`src/rtl/ram_rd_streamer_pkg.sv`:
```
// Shared types and helpers for the RAM read-side streamer.
// Holds the FSM encoding and the address-width helper used by the top and the bench.
package ram_rd_streamer_pkg;

    typedef enum logic {
        IDLE = 1'b0,
        RUN  = 1'b1
    } state_t;

    // Number of address bits needed for `value` words, never less than 1.
    function automatic int clog2s(input int value);
        int res;
        res = 0;
        for (int i = 0; i < 31; i++) begin
            if ((1 << i) < value) begin
                res = i + 1;
            end
        end
        if (res == 0) begin
            res = 1;
        end
        return res;
    endfunction

endpackage

```
`src/rtl/ram_rd_streamer_skid_buf2.sv`:
```
// Two-entry FIFO with registered head/valid outputs.
// Also used by the write-side streamer.
module stream_skid_buf2 #(
    parameter int C_WIDTH = 32
) (
    input  logic               CLK,
    input  logic               RST,
    input  logic               PUSH,
    input  logic [C_WIDTH-1:0] DIN,
    input  logic               POP,
    output logic [C_WIDTH-1:0] DOUT,
    output logic               VALID,
    output logic [1:0]         COUNT
);

    logic [C_WIDTH-1:0] head_q;
    logic [C_WIDTH-1:0] tail_q;
    logic [1:0]         count_q;
    logic [1:0]         count_nxt;
    logic               valid_q;
    logic               pop_ok;
    logic               push_ok;

    assign pop_ok    = POP && (count_q != 2'd0);
    assign push_ok   = PUSH && ((count_q != 2'd2) || pop_ok);
    assign count_nxt = count_q + {1'b0, push_ok} - {1'b0, pop_ok};

    always_ff @(posedge CLK or posedge RST) begin
        if (RST) begin
            head_q  <= '0;
            tail_q  <= '0;
            count_q <= 2'd0;
            valid_q <= 1'b0;
        end else begin
            count_q <= count_nxt;
            valid_q <= (count_nxt != 2'd0);
            // head_q is always the oldest entry; tail_q only matters when two are held
            case (count_q)
                2'd0: begin
                    if (push_ok) head_q <= DIN;
                end
                2'd1: begin
                    if (push_ok && pop_ok) head_q <= DIN;
                    else if (push_ok)      tail_q <= DIN;
                end
                default: begin
                    if (pop_ok) begin
                        head_q <= tail_q;
                        if (push_ok) tail_q <= DIN;
                    end
                end
            endcase
        end
    end

    assign DOUT  = head_q;
    assign VALID = valid_q;
    assign COUNT = count_q;

endmodule

```
`src/rtl/ram_rd_streamer.sv`:
```
// Drains LEN words from a 1-cycle-latency RAM read port onto a valid/ready stream.
// Credit-limited prefetch into a 2-entry skid buffer keeps full throughput.
module ram_rd_streamer
    import ram_rd_streamer_pkg::*;
#(
    parameter int  C_RAM_WIDTH = 32,
    parameter int  C_RAM_DEPTH = 1024,
    parameter int  C_LEN_WIDTH = 16,
    localparam int AW          = clog2s(C_RAM_DEPTH)
) (
    input  logic                   CLK,
    input  logic                   RST,
    input  logic                   START,
    input  logic [AW-1:0]          START_ADDR,
    input  logic [C_LEN_WIDTH-1:0] LEN,
    output logic                   BUSY,
    output logic                   DONE,
    output logic [AW-1:0]          RD_ADDR,
    input  logic [C_RAM_WIDTH-1:0] RD_DATA,
    output logic [C_RAM_WIDTH-1:0] M_DATA,
    output logic                   M_VALID,
    output logic                   M_LAST,
    input  logic                   M_READY,
    output state_t                 DBG_STATE
);

    // Stream handshake: a beat transfers on a rising CLK edge where M_VALID and
    // M_READY are both high; once raised, M_VALID and its M_DATA/M_LAST hold
    // unchanged until that transfer happens.

    state_t                 state_q, state_nxt;
    logic [AW-1:0]          rd_addr_q;
    logic [C_LEN_WIDTH-1:0] issue_cnt_q;
    logic [C_LEN_WIDTH-1:0] beat_cnt_q;
    logic                   inflight_q;
    logic                   done_q;

    logic                   accept;
    logic                   handshake;
    logic                   last_beat;
    logic                   issue;
    logic [2:0]             credit_used;
    logic [1:0]             skid_count;
    logic                   skid_valid;
    logic [AW-1:0]          addr_next;

    assign accept      = (state_q == IDLE) && START && (LEN != '0);
    assign handshake   = skid_valid && M_READY;
    assign last_beat   = handshake && (beat_cnt_q == C_LEN_WIDTH'(1));
    // Entries held plus the read returning now, minus the one leaving this cycle.
    assign credit_used = {1'b0, skid_count} + {2'b00, inflight_q} - {2'b00, handshake};
    assign issue       = (state_q == RUN) && (issue_cnt_q != '0) && (credit_used < 3'd2);
    assign addr_next   = (rd_addr_q == AW'(C_RAM_DEPTH - 1)) ? '0 : rd_addr_q + 1'b1;

    always_comb begin
        state_nxt = state_q;
        case (state_q)
            IDLE:    if (accept)    state_nxt = RUN;
            RUN:     if (last_beat) state_nxt = IDLE;
            default: state_nxt = IDLE;
        endcase
    end

    always_ff @(posedge CLK or posedge RST) begin
        if (RST) begin
            state_q     <= IDLE;
            rd_addr_q   <= '0;
            issue_cnt_q <= '0;
            beat_cnt_q  <= '0;
            inflight_q  <= 1'b0;
            done_q      <= 1'b0;
        end else begin
            state_q    <= state_nxt;
            inflight_q <= issue;
            done_q     <= last_beat;
            if (accept) begin
                rd_addr_q   <= START_ADDR;
                issue_cnt_q <= LEN;
                beat_cnt_q  <= LEN;
            end else begin
                if (issue) begin
                    rd_addr_q   <= addr_next;
                    issue_cnt_q <= issue_cnt_q - 1'b1;
                end
                if (handshake) begin
                    beat_cnt_q <= beat_cnt_q - 1'b1;
                end
            end
        end
    end

    stream_skid_buf2 #(
        .C_WIDTH (C_RAM_WIDTH)
    ) u_skid (
        .CLK   (CLK),
        .RST   (RST),
        .PUSH  (inflight_q),
        .DIN   (RD_DATA),
        .POP   (handshake),
        .DOUT  (M_DATA),
        .VALID (skid_valid),
        .COUNT (skid_count)
    );

    assign M_VALID   = skid_valid;
    assign M_LAST    = skid_valid && (beat_cnt_q == C_LEN_WIDTH'(1));
    assign BUSY      = (state_q == RUN);
    assign DONE      = done_q;
    assign RD_ADDR   = rd_addr_q;
    assign DBG_STATE = state_q;

endmodule

```
`config.mk`:
```
export PLATFORM = sky130hd
export DESIGN_NAME = ram_rd_streamer
export DESIGN_NICKNAME = d
export VERILOG_FILES = /design/src/rtl/ram_rd_streamer_pkg.sv /design/src/rtl/ram_rd_streamer_skid_buf2.sv /design/src/rtl/ram_rd_streamer.sv
export SDC_FILE = /design/constraint.sdc
export NUM_CORES = 1
export LEC_CHECK = 0
export ABC_AREA = 1
export BUFFER_PORTS_ARGS = -buffer_cell sky130_fd_sc_hd__buf_2
export CORE_MARGIN = 4
export CORE_UTILIZATION = 45
export DETAILED_ROUTE_END_ITERATION = 8
export PLACE_DENSITY_LB_ADDON = 0.2
export SYNTH_ARGS = -nofsm -noshare
export SYNTH_HDL_FRONTEND = slang
export SYNTH_SLANG_ARGS = --single-unit
export TNS_END_PERCENT = 30
```
`constraint.sdc`:
```
create_clock -name CLK -period 3.95 [get_ports CLK]
set_clock_uncertainty 0.15 [all_clocks]
set_input_delay 0.79 -clock CLK [delete_from_list [all_inputs] [get_ports CLK]]
set_output_delay 0.79 -clock CLK [all_outputs]
set_load 0.01 [all_outputs]
```
==> results of run 1 <==
## logic make-up after synthesis
group,count (synthesis)
XOR/XNOR,16
buffers and inverters,117
AND/OR/NAND/NOR,457
AO/OA/AOI/OAI,78
flip-flops,112
adder cells (fa/ha/maj),8
## power groups by stage
stage	sequential, mW	combinational, mW	clock (mW)
detailed placement	2.13	2.60	0
floorplan	2.13	1.95	0
global route	2.19	2.97	0.981
CTS	2.12	2.61	0.930
global placement	2.13	2.55	0
finish	2.12	2.56	0.905
## cells in the final DEF, fill, tap and decap left out, types with 3 or more instances in the layout
cell,count
sky130_fd_sc_hd__nor2_2,3
sky130_fd_sc_hd__inv_1,77
sky130_fd_sc_hd__nand3b_1,4
sky130_fd_sc_hd__xor2_1,12
sky130_fd_sc_hd__nand3_2,5
sky130_fd_sc_hd__buf_2,108
sky130_fd_sc_hd__clkbuf_16,9
sky130_fd_sc_hd__buf_4,7
sky130_fd_sc_hd__xnor2_1,4
sky130_fd_sc_hd__nand4_1,9
sky130_fd_sc_hd__o21ai_0,38
sky130_fd_sc_hd__inv_2,3
sky130_fd_sc_hd__ha_1,7
sky130_fd_sc_hd__nand2_1,226
sky130_fd_sc_hd__dfrtp_1,112
sky130_fd_sc_hd__inv_6,4
sky130_fd_sc_hd__nand3_1,107
sky130_fd_sc_hd__a31oi_1,32
sky130_fd_sc_hd__or2_2,3
sky130_fd_sc_hd__nor2_1,92
## path summary, 6_finish.rpt
| check | slack, ns | to |
|---|---|---|
| max | 0.78 | issue_cnt_q[9] |
| min | 0.34 | u_skid.tail_q[17] |
| max reg2reg | 0.89 | issue_cnt_q[9] |
| min reg2reg | 0.34 | u_skid.tail_q[17] |
| max in group asynchronous | 2.49 | beat_cnt_q[15] |
| min in group asynchronous | 0.41 | u_skid.DOUT[9] |
## metrics by stage
| stage | cells | instance area [sq um] | utilization (%) | power, mW |
|---|---|---|---|---|
| 2_1_floorplan | 788 | 6000 | - | 4.08 |
| 3_3_place_gp | 1041 | 6620 | 51.6 | 4.67 |
| 3_5_place_dp | 1041 | 6620 | 51.6 | 4.73 |
| 4_1_cts | 1057 | 6910 | 53.9 | 5.66 |
| 5_1_grt | 1057 | 6910 | 53.9 | 6.14 |
| 6_report | 1057 | 6910 | 53.9 | 5.59 |
## area by class of cell
type | instances | share of cell area, %
clock inverters | 4 | 0.489
flip-flops and latches | 112 | 40.6
inverters | 82 | 4.56
repair buffers | 116 | 8.88
clock buffers | 12 | 3.71
multi-input cells | 559 | 38.7
well taps | 172 | 3.12
## worst max-delay path, stage by stage
cell and delay (ns):
sky130_fd_sc_hd__buf_2 0.09, sky130_fd_sc_hd__nand2_1 0.08, sky130_fd_sc_hd__inv_2 0.05, sky130_fd_sc_hd__ha_1 0.25
sky130_fd_sc_hd__or2_2 0.30, sky130_fd_sc_hd__fa_1 0.48, sky130_fd_sc_hd__inv_1 0.05, sky130_fd_sc_hd__nor3_2 0.19
sky130_fd_sc_hd__nand3_2 0.40, sky130_fd_sc_hd__inv_2 0.39, sky130_fd_sc_hd__nand3_1 0.13, sky130_fd_sc_hd__nand3_1 0.09
## state kept, by name, summed over array words and instances, names as in the netlist, 2 cells and up
signal / flops
issue_cnt_q: 16
beat_cnt_q: 16
u_skid.DOUT: 32
RD_ADDR: 10
u_skid.tail_q: 32
u_skid.COUNT: 2
## layer usage
metal  share of wire (%)  vias to the layer above  track usage [%]
met5                   0                        -                0
met4                 1.6                        0             5.05
met3                 4.8                       18             5.49
met2                  47                      102             31.1
met1                  47                     2411             26.2
li1                    -                     2708                -
==> summary.txt, run 1 <==
Outcome
  • Run status: finished clean

Setup path
  • Largest driver fanout on the critical path: 20
  • Data arrival time of the critical path: 3.30 ns
  • Crit Reg-Reg Startpoint: u_skid.VALID
  • Critical Path Source Type: input pin
  • Cells on worst reg2reg path: 11
  • Kind of end point of the critical path: flop
  • Kind of critical path: in2reg
  • First element of the critical path: M_READY
  • Req. time, crit path: 4.09 ns

STA
  • Worst slew margin: 53.2%
  • Fmax: 316 MHz
  • Number of hold-slack violations in the final timing report: 0
  • Part of the cycle the worst path needs: 80.2%
  • Measured slew at the worst slew-check pin: 0.702 ns
  • Final TNS setup: 0 ns
  • Worst hold margin: 0.338 ns
  • PnR worst setup slack: 0.783 ns
  • Final number of setup-violating endpoints: 0
  • Final Critical Period: 3.17 ns
  • Total count of max-transition violations in the final report: 0
  • RSZ-0062 raised after global routing: false

Cells and area
  • Number of fill cells: 1294
  • FF+latch area: 2800 sq um
  • Antenna diode instance count: 0
  • Nets@finish: 950
  • Area growth syn-to-layout: 15.0%
  • Area taken by multi-input logic gates: 2670 sq um
  • Share of layout cells above drive strength 1: 17.5%

CTS
  • Clock slew at reported path FFs: 0.08 ns
  • Number of hold buffers added after cts: 0
  • Number of buffers added for setup after CTS: 0
  • # resized after CTS: 0
  • Number of H-tree branching levels: 3
  • Number of sinks handled by clock tree synthesis: 112
  • Number of buffers created by CTS: 9
  • CTS root buf: sky130_fd_sc_hd__clkbuf_16
  • CTS tree: built
  • Clk Latency, worst-skew pair: 0.36 ns
  • Max clock buf depth: 2

Floorplan
  • Effective utilization at floorplan: 46.8%
  • Die W: 124 um
  • DIE AREA: 15300 sq um
  • Die Y-Extent: 124 um
  • Area of the placeable core: 12800 sq um
  • Num ports: 109
  • Standard-cell row count: 41

Pwr
  • Peak supply drop: 0.000470 V
  • Power Density: 809 nW/um^2
  • Net switching power: 2.46 mW
  • Int Power: 3.12 mW
  • Leakage: 3.60 nW
  • Combinational cell fraction of total power: 45.9%
  • Share of total power in sequential cells: 37.9%
  • Relative contribution of the clock network to total power: 16.2%
  • Switching fraction of total power: 44.1%

Drt
  • Post-detailed-route wirelength per cell: 13.5 um
  • Number of routed nets with antenna violations: 0
  • Total detailed-routing wirelength: 14200 um
  • DRC marker count from the first detailed-route iteration: 302
  • Routed via count: 5239
  • Detailed-routing iteration count for the pre-antenna-repair pass: 4
  • Remaining design rule violation count: 0
  • Via-to-Cell Ratio: 4.96

Place
  • GP Congestion: 0.843
  • Half-perimeter wire length after detailed placement: 10100 um
  • Placement Setup Slack: 0.404 ns
  • Buffers added on ports: 108

Job
  • Max Cap Violations: 0

Logic synthesis
  • Yosys top cell area share: 46.7%
  • Commonest cells in the netlist: 226 x sky130_fd_sc_hd__nand2_1, 112 x sky130_fd_sc_hd__dfrtp_1, 107 x sky130_fd_sc_hd__nand3_1, 92 x sky130_fd_sc_hd__nor2_1, 78 x sky130_fd_sc_hd__inv_1
  • Adder-cell share of the synthesized area: 1.79%
  • Compound-Gate Fraction of Synth Area: 7.56%
  • Proportion of synthesized area in mux cells: 0%
  • Gate count of the mapped netlist: 788
  • Number of synthesized flops with an enable pin: 0
  • Most repeated cell in the gate-level netlist after synthesis: sky130_fd_sc_hd__nand2_1
  • Dominant register cell in the synthesized netlist: sky130_fd_sc_hd__dfrtp_1
  • Cell taking the most area after synthesis: sky130_fd_sc_hd__dfrtp_1
  • Simple-Gate Fraction of Synth Area: 32.8%
  • Synth unique cells: 34
  • Parity-gate share of the synthesized area counting xor and xnor cells: 2.33%
  • Main combinational cell family by area after synthesis: simple AND/OR/NAND/NOR gates
  • Count of warnings emitted by yosys: 0
  • Top post-synthesis cells by area: sky130_fd_sc_hd__dfrtp_1 47%, sky130_fd_sc_hd__nand2_1 14%, sky130_fd_sc_hd__nand3_1 8.9%
  • Synth Cell Area: 6000 sq um
  • Average size of a mapped cell: 7.62 sq um
  • Async set-or-reset flop fraction in the synthesized netlist: 100%
  • Number of storage elements in the synthesis netlist: 112
  • Nets in the synthesized netlist: 858
  • Sequential fraction of the synthesis area: 46.7%

Hold path
  • Hold Crit Start: u_skid.tail_q[17]
  • Hold Path Class: reg2reg
  • Hold Path Depth: 2

Global route
  • Antenna violations before repair: 0
  • Wire length of the first global-routing pass: 23500 um
  • Global-route usage over all layers: 19.5%
  • Pin count of the biggest net entering global routing: 58
  • Vias in the first global route: 4886
  • Sum of overflow across all layers after global routing: 0
(Power assumes the default switching activity.)
==> run 2: changes to the inputs <==
clock period = 2.7 ns   (was 3.95 ns; I/O delays follow)
==> run 2 against run 1 <==
Compared with the run above:
- total power is 57% higher
- core utilization grew 1.9 points
- die area stayed put
- sequential share of layout area down 1.4 points
- sequential cell count did not move
==> summary.txt, run 2 (synthesized netlist as in run 1, its figures left out) <==
Outcome
  • Run status: finished clean

Setup path
  • Data arrival time of the critical path: 2.71 ns (-0.59 ns)
  • Sum of buffers and inverters on the critical path: 3 (-1)
  • Cell with the largest stage delay on the worst path: sky130_fd_sc_hd__fa_2
  • Req. time, crit path: 2.85 ns (-1.24 ns)
  • Cell family contributing the most delay on the critical path: simple AND/OR/NAND/NOR gates
  • Slowest cell delay on critical path: 0.53 ns (+0.05 ns)
  • Critical Path Source Type: flop
  • Cell Chain, Critical Path: nand2_2 -> inv_2 -> ha_1 -> or2_4 -> fa_2 -> inv_2 -> nor3_4 -> nand3_4 -> nand2_8 -> buf_12 -> nand3_2 -> nand2_2
  • Largest driver fanout on the critical path: 5 (-75%)
  • Register-to-register setup slack: 0.13 ns (-0.76 ns)
  • Kind of critical path: reg2reg
  • Kind of end point of the critical path: flop

STA
  • Final number of setup-violating endpoints: 0 (unchanged)
  • Total count of max-transition violations in the final report: 0 (unchanged)
  • Worst slew margin: 57.8% (+4.6 points)
  • Measured slew at the worst slew-check pin: 0.633 ns (-0.0697 ns)
  • Part of the cycle the worst path needs: 95.1%
  • Fmax: 389 MHz
  • Final Critical Period: 2.57 ns
  • Number of hold-slack violations in the final timing report: 0 (unchanged)

CTS
  • Clk Latency, worst-skew pair: 0.36 ns (about the same)
  • Number of H-tree branching levels: 3 (unchanged)
  • CTS tree: built
  • CTS root buf: sky130_fd_sc_hd__clkbuf_16
  • Max clock buf depth: 2 (unchanged)
  • Number of buffers created by CTS: 9 (unchanged)
  • Number of sinks handled by clock tree synthesis: 112 (unchanged)
  • Clock slew at reported path FFs: 0.08 ns (about the same)
  • Number of hold buffers added after cts: 0 (unchanged)

Floorplan
  • Standard-cell row count: 41 (unchanged)
  • DIE AREA: 15300 sq um (unchanged)
  • Die Y-Extent: 124 um (unchanged)
  • Effective utilization at floorplan: 46.8% (unchanged)
  • Num ports: 109 (unchanged)
  • Area of the placeable core: 12800 sq um (unchanged)
  • Die W: 124 um (unchanged)

Place
  • Placed Cells incl. Taps: 1053 (+1.2%)
  • Buffers added on ports: 108 (unchanged)
  • GP Congestion: 0.852 (+1.0%)
  • Half-perimeter wire length after detailed placement: 9910 um (-1.8%)
  • Standard cell area after detailed placement: 6750 sq um (+1.9%)

Drt
  • Post-detailed-route wirelength per cell: 13.6 um (+1.3%)
  • Number of routed nets with antenna violations: 0 (unchanged)
  • Detailed-routing iteration count for the pre-antenna-repair pass: 5 (+1)
  • Total detailed-routing wirelength: 14600 um (+2.8%)
  • Routed via count: 5350 (+2.1%)
  • Via-to-Cell Ratio: 4.99 (+0.60%)
  • Remaining design rule violation count: 0 (unchanged)
  • DRC marker count from the first detailed-route iteration: 309 (+2.3%)

Hold path
  • Hold Path Class: in2async

Cells and area
  • Share of layout cells above drive strength 1: 19.4% (+1.9 points)
  • Most frequent cells in the layout: 224 x sky130_fd_sc_hd__nand2_1, 112 x sky130_fd_sc_hd__dfrtp_1, 108 x sky130_fd_sc_hd__buf_2
  • Most common cell after layout, fill and taps aside: sky130_fd_sc_hd__nand2_1
  • Antenna diode instance count: 0 (unchanged)
  • Post-layout instance count excluding filler cells: 1073 (+1.5%)
  • Post-route cell area: 7160 sq um (+3.6%)
  • Area growth syn-to-layout: 19.2%
  • Nets@finish: 967 (+1.8%)

Global route
  • Sum of overflow across all layers after global routing: 0 (unchanged)
  • Global-route usage over all layers: 20.0% (+0.51 points)
  • Vias in the first global route: 4953 (+1.4%)
  • Wire length of the first global-routing pass: 24000 um (+2.1%)
  • Pin count of the biggest net entering global routing: 113 (+95%)
  • Antenna violations before repair: 0 (unchanged)

Pwr
  • Power Density: 1230 nW/um^2 (+52%)
  • Leakage: 3.71 nW (+3.0%)
  • Peak supply drop: 0.000612 V (+30%)
  • Overall power consumption: 8.79 mW (+57%)

Job
  • Max Cap Violations: 0 (unchanged)
==> run 2: cell types whose count changed in the layout (fill, tap and decap cells not counted), moves of 2 or more <==
cell,delta
sky130_fd_sc_hd__buf_6,+5
sky130_fd_sc_hd__clkbuf_8,-2
sky130_fd_sc_hd__buf_12,+3
sky130_fd_sc_hd__nand2_2,+2
sky130_fd_sc_hd__nand2_1,-2
sky130_fd_sc_hd__buf_4,+7
sky130_fd_sc_hd__clkinv_4,+2
==> run 2: where the power goes <==
part / switching, mW / internal (mW) / total (mW)
Clock: 0.644 / 0.726 / 1.37
Sequential: 0.587 / 2.49 / 3.08
Combinational: 2.54 / 1.80 / 4.34
Total: 3.77 / 5.02 / 8.79
==> run 2: layout make-up <==
class / instances / area [sq um]
well taps: 172 / 215
inverters: 82 / 324
clock inverters: 5 / 65.1
flip-flops and latches: 112 / 2800
repair buffers: 132 / 807
multi-input cells: 560 / 2710
fillers: 1276 / 5670
clock buffers: 10 / 229
==> run 2: path summary, 6_finish.rpt <==
path                                   startpoint                end  cells past startpoint
worst max register to register       u_skid.VALID         RD_ADDR[9]                     12
worst min register to register  u_skid.tail_q[16]  u_skid.tail_q[16]                      2
worst min-delay path                          RST     beat_cnt_q[13]                      3
max in group asynchronous                     RST   u_skid.tail_q[9]                      3
worst max-delay path                 u_skid.VALID         RD_ADDR[9]                     12
min in group CLK                      RD_DATA[22]  u_skid.tail_q[22]                      3
==> run 2: metrics by stage <==
step	TNS [ns]	setup slack [ns]	util, %	hold WS (ns)
after global placement	-5.36	-0.236	52.6	0.315
final	0	0.132	55.8	0.178
after floorplan	-5.18	-0.250	-	0.303
after CTS	0	0.0468	55.0	0.241
after global routing	-0.0259	-0.00852	55.8	0.236
after detailed placement	-6.04	-0.258	52.6	0.323
==> run 2: what timing repair did <==
action                                  in CTS  in global routing
endpoints found under the setup margin       2                 27
pin swaps                                    0                  4
cloned                                       0                  2
gates resized for setup                      1                 15
setup buffers                                0                  3
==> run 2: tightest hold or removal path: cells and delay by family <==
family | cells | cell delay, ns
buf+inv | 3 | 0.61
==> run 2: metal layers <==
metal / global-route usage [%] / up-vias / share of wire, %
met5: 0 / - / 0
met4: 5.19 / 0 / 1.4
met3: 5.67 / 15 / 5.3
met2: 31.4 / 118 / 47
met1: 27.2 / 2474 / 46
li1: - / 2743 / -
==> run 3: changes to the inputs <==
CORE_ASPECT_RATIO = 0.9   (was default)
==> run 3 against run 2 <==
Compared with the run above:
- hold slack worse by 0.096 ns
- critical endpoint is now issue_cnt_q[1]
- critical path type unchanged
- final area down 0.49%
- largest cell class unchanged
- wire length down 3.9%
- largest power group unchanged
==> summary.txt, run 3 (synthesized netlist as in run 1, its figures left out) <==
Outcome
  • Run status: finished clean

Global route
  • Antenna violations before repair: 0 (unchanged)
  • Pin count of the biggest net entering global routing: 65 (-42%)
  • Wire length of the first global-routing pass: 23800 um (-0.80%)
  • Sum of overflow across all layers after global routing: 0 (unchanged)
  • Global-route usage over all layers: 19.1% (-0.89 points)
  • Vias in the first global route: 4872 (-1.6%)

Floorplan
  • Standard-cell row count: 39 (-4.9%)
  • DIE AREA: 15300 sq um (about the same)
  • Die Y-Extent: 118 um (-4.8%)
  • Effective utilization at floorplan: 46.6% (-0.21 points)
  • Area of the placeable core: 12900 sq um (+0.45%)
  • Num ports: 109 (unchanged)
  • Die W: 130 um (+5.1%)

Cells and area
  • Nets@finish: 968 (+0.10%)
  • Post-route cell area: 7120 sq um (-0.49%)
  • Number of fill cells: 1271 (-0.39%)
  • Utilization of the core after routing: 55.3% (-0.52 points)
  • Area growth syn-to-layout: 18.6%
  • Most frequent cells in the layout: 225 x sky130_fd_sc_hd__nand2_1, 112 x sky130_fd_sc_hd__dfrtp_1, 108 x sky130_fd_sc_hd__buf_2
  • Share of layout cells above drive strength 1: 19.7% (+0.29 points)
  • Antenna diode instance count: 0 (unchanged)
  • Most common cell after layout, fill and taps aside: sky130_fd_sc_hd__nand2_1

CTS
  • Number of sinks handled by clock tree synthesis: 112 (unchanged)
  • CTS tree: built
  • Number of H-tree branching levels: 3 (unchanged)
  • Number of hold buffers added after cts: 0 (unchanged)
  • Clk Latency, worst-skew pair: 0.35 ns (about the same)
  • Number of buffers created by CTS: 9 (unchanged)
  • Max clock buf depth: 2 (unchanged)
  • CTS root buf: sky130_fd_sc_hd__clkbuf_16
  • Clock slew at reported path FFs: 0.08 ns (about the same)

Drt
  • DRC marker count from the first detailed-route iteration: 330 (+6.8%)
  • Detailed-routing iteration count for the pre-antenna-repair pass: 7 (+2)
  • Remaining design rule violation count: 0 (unchanged)
  • Post-detailed-route wirelength per cell: 13.2 um (-3.4%)
  • Number of routed nets with antenna violations: 0 (unchanged)
  • Routed via count: 5326 (-0.45%)
  • Total detailed-routing wirelength: 14100 um (-3.9%)
  • Via-to-Cell Ratio: 4.99 (+0.11%)

STA
  • Final number of setup-violating endpoints: 0 (unchanged)
  • Total count of max-transition violations in the final report: 0 (unchanged)
  • Fmax: 391 MHz (+0.36%)
  • Measured slew at the worst slew-check pin: 0.549 ns (-0.0838 ns)
  • Worst slew margin: 63.3% (+5.5 points)
  • Number of hold-slack violations in the final timing report: 0 (unchanged)
  • Part of the cycle the worst path needs: 94.8% (-0.34 points)
  • Final TNS setup: 0 ns (unchanged)
  • Final Critical Period: 2.56 ns (-0.00925 ns)

Setup path
  • Cell family contributing the most delay on the critical path: simple AND/OR/NAND/NOR gates
  • Kind of critical path: reg2reg
  • Critical Path Source Type: flop
  • Sum of buffers and inverters on the critical path: 3 (unchanged)
  • Req. time, crit path: 2.84 ns (about the same)
  • Data arrival time of the critical path: 2.70 ns (about the same)
  • Largest driver fanout on the critical path: 5 (unchanged)
  • Slowest cell delay on critical path: 0.52 ns (about the same)
  • Cell type with the highest occurrence count on the critical path: sky130_fd_sc_hd__inv_2
  • Cell with the largest stage delay on the worst path: sky130_fd_sc_hd__fa_1
  • Cell Chain, Critical Path: nand2_2 -> inv_2 -> ha_4 -> or2_4 -> fa_1 -> inv_2 -> nor3_4 -> nand3_4 -> buf_6 -> or2_1 -> nand3_1
  • Kind of end point of the critical path: flop

Pwr
  • Overall power consumption: 8.45 mW (-3.9%)
  • Power Density: 1190 nW/um^2 (-3.5%)
  • Peak supply drop: 0.000480 V (-21%)
  • Leakage: 3.70 nW (-0.36%)

Place
  • Half-perimeter wire length after detailed placement: 10300 um (+3.6%)
  • GP Congestion: 0.828 (-2.8%)
  • Standard cell area after detailed placement: 6790 sq um (+0.59%)
  • Buffers added on ports: 108 (unchanged)

Job
  • Max Cap Violations: 0 (unchanged)

Hold path
  • Hold Path Class: in2async
run 3: changes by cell type in the layout (fill, tap and decap cells not counted), moves of 2 or more:
cell	previous run	this run
sky130_fd_sc_hd__buf_4	14	19
sky130_fd_sc_hd__clkinvlp_4	1	3
sky130_fd_sc_hd__buf_6	5	2
sky130_fd_sc_hd__inv_2	2	4
run 3: worst register-to-register path: cells and delay by family, from the launching register on:
kind,cells,cell delay [ns]
and+or+nand+nor,6,0.96
adders and majority gates,2,0.72
DFF,1,0.40
buffers and inverters,3,0.27
run 3: layer usage:
layer	part of all wire (%)	vias up	wire length, um	track usage (%)
met4	1.6	0	221	5.32
met5	0	-	0	0
li1	-	2748	-	-
met1	48	2455	6800	27.6
met3	4.7	15	660	3.49
met2	45	108	6390	29.3
run 3: where the power goes:
group,switching (mW),internal [mW]
clock,0.644,0.643
combinational,2.46,1.64
sequential,0.573,2.49
total,3.67,4.77
run 3: cell type report:
class / instances / area [sq um] / share of cell area, %
clock inverters: 7 / 61.3 / 0.861
well taps: 164 / 205 / 2.88
clock buffers: 9 / 225 / 3.16
multi-input cells: 559 / 2700 / 37.9
repair buffers: 134 / 806 / 11.3
inverters: 82 / 319 / 4.48
flip-flops and latches: 112 / 2800 / 39.4
run 3: path summary, 6_finish.rpt:
kind / depth (start not counted) / slack [ns] / from / endpoint
hold / removal: 2 / 0.08 / RST / beat_cnt_q[7]
max in group asynchronous: 3 / 1.70 / RST / issue_cnt_q[10]
min in group CLK: 3 / 0.28 / RD_DATA[8] / u_skid.tail_q[8]
setup reg to reg: 11 / 0.14 / u_skid.VALID / issue_cnt_q[1]
hold reg to reg: 2 / 0.34 / u_skid.tail_q[25] / u_skid.tail_q[25]
setup / recovery: 11 / 0.14 / u_skid.VALID / issue_cnt_q[1]
run 3: timing repair:
action                                 CTS  global route
resized for setup                        0            11
setup endpoints to repair               16            26
pin swaps                                2             4
endpoints found under the hold margin    0             0
setup buffers                            0             1
run 3: through the flow:
stage                     std cells  hold WS, ns  setup WS (ns)
after floorplan                 788        0.303         -0.250
after global placement         1050        0.317         -0.251
after global routing           1067        0.103        -0.0163
final                          1067       0.0823          0.141
after detailed placement       1050        0.324         -0.289
after CTS                      1066       0.0814         0.0134
